<file path="config.mk">
export PLATFORM = sky130hd
export DESIGN_NAME = multicycle_controller
export DESIGN_NICKNAME = d
export VERILOG_FILES = /design/src/rtl/multicycle_controller.sv
export SDC_FILE = /design/constraint.sdc
export NUM_CORES = 1
export LEC_CHECK = 0
export ABC_CLOCK_PERIOD_IN_PS = 3450
export BUFFER_PORTS_ARGS = -buffer_cell sky130_fd_sc_hd__clkbuf_2
export CORE_UTILIZATION = 57
export CTS_CLUSTER_SIZE = 12
export DETAILED_ROUTE_END_ITERATION = 7
export MAX_ROUTING_LAYER = met4
export PLACE_DENSITY = 0.86
export SYNTH_ARGS = -nofsm -noshare
export SYNTH_HDL_FRONTEND = slang
export SYNTH_SLANG_ARGS = --single-unit
</file>
<file path="constraint.sdc">
create_clock -name clk -period 3.45 [get_ports clk]
set_input_delay 0.1725 -clock clk [delete_from_list [all_inputs] [get_ports clk]]
set_output_delay 0.1725 -clock clk [all_outputs]
set_load 0.1 [all_outputs]
</file>
<file path="src/rtl/multicycle_controller.sv">
// multicycle_controller
//
// Multi-cycle main controller. Each instruction walks FETCH -> DECODE -> EXEC
// -> (MEM) -> (WB) under a registered state. All outputs are decoded
// combinationally from the current state and the IR opcode; only the state,
// the sticky illegal flag and the retired-instruction counter are registers.
//
// Ports
//   clk         rising-edge clock
//   reset       synchronous, active-low reset
//   opcode      IR[6:0], valid from DECODE onward
//   imem_ready  instruction word available this cycle
//   dmem_ready  data access completes this cycle (only looked at if MEM_WAIT)
//   stall       freeze the FSM and suppress ir/pc/reg write and retire strobes
//   imem_req    instruction fetch request (FETCH)
//   ir_write    load IR, 1-cycle strobe
//   pc_write    update PC, 1-cycle strobe
//   alu_src     0: rs2, 1: immediate
//   alu_op      00 add, 01 branch compare, 10 funct decode
//   wb_sel      00 ALU, 01 memory, 10 PC+4, 11 immediate
//   reg_write   register file write strobe
//   mem_read    data memory read enable
//   mem_write   data memory write enable
//   branch      PC select from branch comparison
//   jump        PC select jump target
//   illegal     sticky illegal-opcode flag
//   retire      1-cycle pulse when an instruction completes
//   instret     retired-instruction count, wraps
//   state       current state encoding (debug)

module multicycle_controller #(
  parameter int OPCODE_W    = 7,
  parameter int CNT_W       = 32,
  parameter bit ENABLE_JUMP = 1'b1,
  parameter bit MEM_WAIT    = 1'b1
) (
  input  logic                clk,
  input  logic                reset,
  input  logic [OPCODE_W-1:0] opcode,
  input  logic                imem_ready,
  input  logic                dmem_ready,
  input  logic                stall,
  output logic                imem_req,
  output logic                ir_write,
  output logic                pc_write,
  output logic                alu_src,
  output logic [1:0]          alu_op,
  output logic [1:0]          wb_sel,
  output logic                reg_write,
  output logic                mem_read,
  output logic                mem_write,
  output logic                branch,
  output logic                jump,
  output logic                illegal,
  output logic                retire,
  output logic [CNT_W-1:0]    instret,
  output logic [2:0]          state
);

  typedef enum logic [2:0] {
    S_FETCH  = 3'd0,
    S_DECODE = 3'd1,
    S_EXEC   = 3'd2,
    S_MEM    = 3'd3,
    S_WB     = 3'd4,
    S_TRAP   = 3'd5
  } state_e;

  localparam logic [OPCODE_W-1:0] OP_R    = OPCODE_W'(7'b0110011);
  localparam logic [OPCODE_W-1:0] OP_I    = OPCODE_W'(7'b0010011);
  localparam logic [OPCODE_W-1:0] OP_LW   = OPCODE_W'(7'b0000011);
  localparam logic [OPCODE_W-1:0] OP_SW   = OPCODE_W'(7'b0100011);
  localparam logic [OPCODE_W-1:0] OP_BR   = OPCODE_W'(7'b1100011);
  localparam logic [OPCODE_W-1:0] OP_JAL  = OPCODE_W'(7'b1101111);
  localparam logic [OPCODE_W-1:0] OP_JALR = OPCODE_W'(7'b1100111);
  localparam logic [OPCODE_W-1:0] OP_LUI  = OPCODE_W'(7'b0110111);

  state_e           state_q, state_d;
  logic             illegal_q, illegal_d;
  logic [CNT_W-1:0] instret_q;

  // Opcode class decode; jump-family opcodes vanish when ENABLE_JUMP is 0,
  // which makes them fall through to the illegal path in DECODE.
  logic is_r, is_i, is_lw, is_sw, is_br, is_jal, is_jalr, is_lui, is_legal;

  always_comb begin
    is_r     = (opcode == OP_R);
    is_i     = (opcode == OP_I);
    is_lw    = (opcode == OP_LW);
    is_sw    = (opcode == OP_SW);
    is_br    = (opcode == OP_BR);
    is_jal   = ENABLE_JUMP && (opcode == OP_JAL);
    is_jalr  = ENABLE_JUMP && (opcode == OP_JALR);
    is_lui   = ENABLE_JUMP && (opcode == OP_LUI);
    is_legal = is_r | is_i | is_lw | is_sw | is_br | is_jal | is_jalr | is_lui;
  end

  // A data access completes on dmem_ready, or unconditionally after one
  // cycle when the memory is known to be single-cycle.
  logic mem_done;
  assign mem_done = MEM_WAIT ? dmem_ready : 1'b1;

  // Raw (pre-reset-gating) output values.
  logic       imem_req_c, ir_write_c, pc_write_c, alu_src_c;
  logic [1:0] alu_op_c, wb_sel_c;
  logic       reg_write_c, mem_read_c, mem_write_c, branch_c, jump_c, retire_c;

  always_comb begin
    // NOTE: every signal assigned in this block gets a default here, so no
    // path through the case statement can leave one unassigned and infer a latch.
    state_d     = state_q;
    illegal_d   = illegal_q;
    imem_req_c  = 1'b0;
    ir_write_c  = 1'b0;
    pc_write_c  = 1'b0;
    alu_src_c   = 1'b0;
    alu_op_c    = 2'b00;
    wb_sel_c    = 2'b00;
    reg_write_c = 1'b0;
    mem_read_c  = 1'b0;
    mem_write_c = 1'b0;
    branch_c    = 1'b0;
    jump_c      = 1'b0;
    retire_c    = 1'b0;

    // Selects and enables follow the state alone; strobes and transitions
    // additionally require !stall, so a ready seen during a stall is dropped.
    case (state_q)
      S_FETCH: begin
        imem_req_c = 1'b1;
        if (imem_ready && !stall) begin
          ir_write_c = 1'b1;
          state_d    = S_DECODE;
        end
      end

      S_DECODE: begin
        if (!stall) begin
          if (is_legal) begin
            state_d = S_EXEC;
          end else begin
            state_d   = S_TRAP;
            illegal_d = 1'b1;
          end
        end
      end

      S_EXEC: begin
        alu_src_c = is_i | is_lw | is_sw | is_jalr;
        if (is_r || is_i)  alu_op_c = 2'b10;
        else if (is_br)    alu_op_c = 2'b01;
        else               alu_op_c = 2'b00;
        branch_c = is_br;
        if (!stall) begin
          if (is_br) begin
            pc_write_c = 1'b1;
            retire_c   = 1'b1;
            state_d    = S_FETCH;
          end else if (is_lw || is_sw) begin
            state_d = S_MEM;
          end else begin
            state_d = S_WB;
          end
        end
      end

      S_MEM: begin
        mem_read_c  = is_lw;
        mem_write_c = is_sw;
        if (mem_done && !stall) begin
          if (is_sw) begin
            pc_write_c = 1'b1;
            retire_c   = 1'b1;
            state_d    = S_FETCH;
          end else begin
            state_d = S_WB;
          end
        end
      end

      S_WB: begin
        if (is_lw)                 wb_sel_c = 2'b01;
        else if (is_jal || is_jalr) wb_sel_c = 2'b10;
        else if (is_lui)           wb_sel_c = 2'b11;
        else                       wb_sel_c = 2'b00;
        jump_c = is_jal | is_jalr;
        if (!stall) begin
          reg_write_c = 1'b1;
          pc_write_c  = 1'b1;
          retire_c    = 1'b1;
          state_d     = S_FETCH;
        end
      end

      // Terminal until reset; the sticky flag is the only visible output.
      S_TRAP: state_d = S_TRAP;

      default: state_d = S_FETCH;
    endcase
  end

  always_ff @(posedge clk) begin
    // NOTE: reset is sampled on the clock edge only; just the three control
    // registers need a known value, everything else is decoded from them.
    if (!reset) begin
      state_q   <= S_FETCH;
      illegal_q <= 1'b0;
      instret_q <= '0;
    end else begin
      // NOTE: non-blocking assignments so every register updates from the
      // values present before the edge, independent of statement order.
      state_q   <= state_d;
      illegal_q <= illegal_d;
      if (retire_c) instret_q <= instret_q + CNT_W'(1);
    end
  end

  // While reset is held low every output except the debug state reads 0, so
  // an aborted instruction cannot leak a strobe in the reset cycle.
  assign imem_req  = reset & imem_req_c;
  assign ir_write  = reset & ir_write_c;
  assign pc_write  = reset & pc_write_c;
  assign alu_src   = reset & alu_src_c;
  assign alu_op    = reset ? alu_op_c : 2'b00;
  assign wb_sel    = reset ? wb_sel_c : 2'b00;
  assign reg_write = reset & reg_write_c;
  assign mem_read  = reset & mem_read_c;
  assign mem_write = reset & mem_write_c;
  assign branch    = reset & branch_c;
  assign jump      = reset & jump_c;
  assign illegal   = reset & illegal_q;
  assign retire    = reset & retire_c;
  assign instret   = reset ? instret_q : '0;
  assign state     = state_q;

endmodule

</file>
**Word-level counts from Yosys, hierarchy flattened**

Index checks and enable logic that the tools add are counted.

- $add $sub $neg: 1
- Equal/unequal tests: 18
- Muxes and demuxes: 35
- Bitwise operators: 23
- Reductions and logical operators: 9

Operator list:

| cell | count |
|---|---|
| 32-bit by 1-bit adder with 32-bit output, second input constant | 1 |
| 32-bit two-way mux | 1 |
| 3-bit two-way mux | 9 |
| 7-bit by 6-bit == test with 1-bit output, second input constant | 3 |
| 7-bit == test, second input constant | 3 |
| 3-bit case mux with 6 select lines | 1 |
| 2-bit two-way mux | 8 |
| 1-bit two-way mux | 15 |
| 1-bit bitwise OR | 11 |
| 1-bit AND | 10 |
| 2-bit inequality test, second input constant | 5 |
| 7-bit by 2-bit == test with 1-bit output, second input constant | 1 |
| 7-bit by 5-bit == test with 1-bit output, second input constant | 1 |
| 3-bit by 2-bit == test with 1-bit output, second input constant | 2 |
| 3-bit == test, second input constant | 2 |
| 5-bit AND reduction | 1 |
| 3-bit by 1-bit == test with 1-bit output, second input constant | 1 |
| 3-bit logical NOT | 1 |
| 1-bit logical OR | 3 |
| 1-bit case mux with 3 select lines | 1 |
| 3-bit AND reduction | 1 |
| 1-bit logical AND | 2 |
| 1-bit inverter | 2 |
| 1-bit logical NOT | 1 |

- Bits in registers: 36
- Input port bits: 12
- Output and inout bits: 50
- Logic and storage cells: 89

**Depth between registers and ports, before layout**

- Depth after elaboration: 11
- Mapped depth: 8
- Gate-level depth less buffers: 6

**Worst setup path before layout**

Ideal clock, no wire load.

- Path kind: reg-to-output
- Start: register state_q[1], in the netlist state[1]
- End: output alu_op[0]
- Data arrival time: 4.615 ns
- Required time: 3.277 ns
- Path slack: -1.337 ns
- Cell stages (with the launch flop): 4
- Path buffers: 1
- Path through: dfxtp_1 -> clkbuf_1 -> nand2_1 -> nor4b_1

- Longest elaborated chain between the ends: 3

RTL lines:

| what | line | RTL |
|---|---|---|
| from (decl) | 78 | `state_e state_q, state_d;` |
| from (signal assigned) | 212 | `state_q <= state_d;` |
| 3-bit by 2-bit == test with 1-bit output | 128 | `case (state_q)` |
| 2-bit two-way mux | 128 |  |
| 2-bit two-way mux | 224 | `assign alu_op = reset ? alu_op_c : 2'b00;` |
| to (decl) | 47 | `output logic [1:0] alu_op,` |

Every way passes these cells.

**Final worst setup path**

- Start: register state_q[1], in the netlist state[1]
- End: output alu_op[1]

The elaborated chain is that of the path after synthesis.

==> PnR_summary.wiki <==
{| class="wikitable"
! Metric !! Value
|-
| Outcome || complete, no violations
|-
| Cell taking the most area after synthesis || dfxtp_1
|-
| Portion of total power attributed to combinational logic || approximately 13%
|-
| Synthesized area per cell || 7.69 um2
|-
| Height of the chip || between 60 and 70 um
|-
| Post-synthesis share of cell area spent on xor and xnor gates || 0.757%
|-
| Synthesis Warnings || 0
|-
| DRC violation count after routing || 0
|-
| Final worst clock skew || approximately 6.5 ps
|-
| Number of top-level pins || 62
|-
| Fraction of the mapped netlist area in adder cells || less than 1%
|-
| Post-cts gate resize count || 0
|-
| Depth of the CTS H-tree || 2
|-
| Met2 usage in global routing || between 40 and 50%
|-
| Register cell area after layout || 721 um2
|-
| Layout area overhead || 19.1%
|-
| Fraction of the cycle the final worst path needs || 73.9%
|-
| # Max-Cap Violations || 0
|-
| Fraction of layout instances using a drive strength above 1 || between 20% and 30%
|-
| Via count of the first global-routing pass || roughly 2100
|-
| Synthesized flop and latch total || 36
|-
| Area enclosed by the die boundary || 4320 um2
|-
| Cell Area, Synth || roughly 2300 um2
|-
| Unrepaired setup endpoints after global routing || false
|-
| Post-layout total power || approximately 830 uW
|-
| Relative slew margins || between 50% and 60%
|-
| Leakage || between 1 and 1.5 nW
|-
| Drt first-iter violations || ~190
|-
| Finish-stage setup viols || 0
|-
| Internal power component || slightly below 600 uW
|-
| Root buf cell || clkbuf_8
|-
| Post-route setup TNS || 0 ps
|-
| Standard-cell row count || 22
|-
| Leading post-synthesis cells by cell area || dfxtp_1 (31%), and2_1 (7.3%), or4_1 (5.2%)
|-
| Total wire length || 5810 um
|-
| Initial core utilization || 61.4%
|-
| First-pass iteration count of the detailed router || 5
|-
| Number of antenna repair diodes || 0
|-
| Vias after detailed routing || 2450
|-
| Largest stage delay, worst path || between 600 and 700 ps
|-
| Detail-routed via count per cell || around 6.0
|-
| Clock network power share || 36.5%
|-
| Type of the worst setup path || reg -> out
|-
| Final weighted congestion in routability-driven placement || about 0.87
|-
| Design area || approximately 2800 um2
|-
| Filler cell count || 310
|-
| Clock sink count || 36
|-
| Slew of the pin with the lowest slew margin || ~640 ps
|-
| Met3 demand-to-capacity share in global routing || roughly 6.4%
|-
| Seq/Total Area, Yosys || a little under a third
|-
| Max-slew violation count || 0
|-
| Core area || roughly 3800 um2
|-
| Main synth FF type || dfxtp_1
|-
| Proportion of synthesized flip-flops having asynchronous set or reset || 0%
|-
| Max clock buf depth || 2
|-
| Compound-gate portion of the synthesized area || ~17%
|-
| Number of clock buffers inserted by TritonCTS || 5
|-
| Net switching component of the power || ~240 uW
|-
| Total buffers and inverters traversed by the critical path || 1
|-
| Cells after synthesis || between 300 and 400
|-
| Power share of the sequential group || 50.9%
|-
| First-pass GRT wire length || between 9000 and 10000 um
|-
| Post-CTS clock slew at the launch and capture registers of the worst setup and hold paths || 80 ps
|-
| Data required time of the critical path || ~3300 ps
|-
| Data arrival time of the critical path || 2380 ps
|-
| Synth cell types || between 40 and 50
|-
| Worst skew pair latency || roughly 290 ps
|-
| Net count after synthesis || approximately 310
|-
| PortBufs || 61
|-
| Most used standard cell by instance count after synthesis || dfxtp_1
|-
| Remaining antenna violation count || 0
|-
| GRT Total Usage || 29.6%
|-
| Fmax achieved || just under 0.4 GHz
|-
| Crit-path leading delay family || simple AND/OR/NAND/NOR gates
|-
| Crit path launch type || flop
|-
| Half-perimeter wire length after placement || ~4200 um
|-
| Top cell type's share of synthesized area || 31.1%
|-
| Sort of element at the end of the critical path || primary output
|-
| Layer carrying the most global-route usage || met2
|-
| Switching portion of total power || between 20% and 30%
|-
| GR Util met1 || approximately 39%
|-
| Antenna violations before repair || 0
|-
| Cell-by-cell listing of the critical path || nand2_1 -> or4_1 -> nor3_2 -> clkbuf_2
|-
| Area of combinational cells with multiple inputs || roughly 1500 um2
|-
| Leading cell types by count after synthesis || dfxtp_1 (36), and2_1 (27), nor2_1 (27), a21oi_1 (23), nand2_1 (23)
|-
| CTS tree || done
|-
| Worst supply voltage drop on vdd || around 0.3 mV
|-
| Instance area at placement || about 2700 um2
|-
| Die X-Extent || 65.7 um
|-
| Final net count || 369
|-
| Min cycle time layout || ~2500 ps
|-
| Simple logic cell fraction of the synthesized area || approximately 40%
|-
| Total count of hold-check failures in the final report || 0
|-
| GRT Residual Overflow || 0
|-
| Drt wl/cell || roughly 14 um
|-
| Post-CTS setup buffer count || 0
|-
| Share of cell area taken by muxes after synthesis || around 4.3%
|-
| Power density of the placed cells || roughly 300 nW/um2
|-
| Post-cts hold buffer count || 0
|-
| Worst hold path class || in -> reg
|-
| EDFF count, synth || 0
|-
| Maximum net fanout on the critical path || 16
|-
| Maximum number of pins on one net before global-route repair || 42
|-
| Combinational family with the most area after synthesis || simple AND/OR/NAND/NOR gates
|-
| Critical Path Slowest Stage Cell || dfxtp_1
|}
==> cells in the final DEF (no fill, tap or decap), types with 3 or more instances in the layout <==
master | netlist | final
a21oi_1 | 23 | 22
and2_1 | 27 | 27
buf_4 | 2 | 4
clkbuf_2 | 0 | 61
clkbuf_8 | 0 | 5
dfxtp_1 | 36 | 36
inv_1 | 12 | 12
mux2_1 | 7 | 7
nand2_1 | 23 | 23
nand3_1 | 13 | 13
nand4_1 | 7 | 7
nor2_1 | 27 | 26
nor3_1 | 10 | 6
nor3_2 | 0 | 4
nor4_1 | 6 | 5
o21ai_0 | 3 | 3
o21ai_1 | 11 | 11
o31a_1 | 3 | 3
o31ai_1 | 14 | 14
or3_1 | 9 | 9
or4_1 | 16 | 16
==> area by class of cell <==
type                    count  area share, %
flip-flops and latches     36           26.1
clock inverters             1          0.318
multi-input cells         236           54.8
inverters                  12           1.63
well taps                  48           2.18
clock buffers               7           2.77
repair buffers             65           12.2
==> power by group through the flow <==
stage | registers (mW) | clock network [mW] | logic, mW
3_5_place_dp | 0.433 | 0 | 0.104
3_3_place_gp | 0.433 | 0 | 0.103
6_report | 0.423 | 0.303 | 0.104
5_1_grt | 0.424 | 0.323 | 0.112
2_1_floorplan | 0.442 | 0 | 0.0715
4_1_cts | 0.423 | 0.306 | 0.104
==> cells by family after synthesis <==
family	after synthesis
compound gates	64
xor+xnor	2
fa+ha+maj	2
buf+inv	29
flops	36
mux	9
simple gates	159
==> worst min-delay path, delay by kind of cell <==
kind	cells	cell delay, ps
compound gates	1	60
simple gates	2	190
buf+inv	1	180
==> metrics by stage <==
step	setup WS, ps	utilization, %	hold WS [ps]	instances
floorplan	-1340	-	379	301
global placement	1080	70.8	466	397
detailed placement	993	70.8	471	397
CTS	913	73.1	345	405
global route	771	73.1	382	405
finish	901	73.1	354	405
==> path summary, 6_finish.rpt <==
check	start	cells after the start	slack (ps)	to
worst min-delay path	stall	4	350	illegal_q
worst max-delay path	state[1]	4	900	alu_op[1]
worst max register to register	state[0]	6	950	instret_q[11]
worst min register to register	instret_q[31]	2	490	instret_q[31]
==> registers in the layout, indices dropped and copies added, names as in the netlist <==
name and count:
state 3, illegal_q 1, instret_q 32
==> layer usage <==
metal	vias up	wire length, um
met1	1118	2620
met4	0	62
met3	12	375
met5	-	0
li1	1223	-
met2	97	2750
Note: power is estimated with default switching activity, not from simulation.
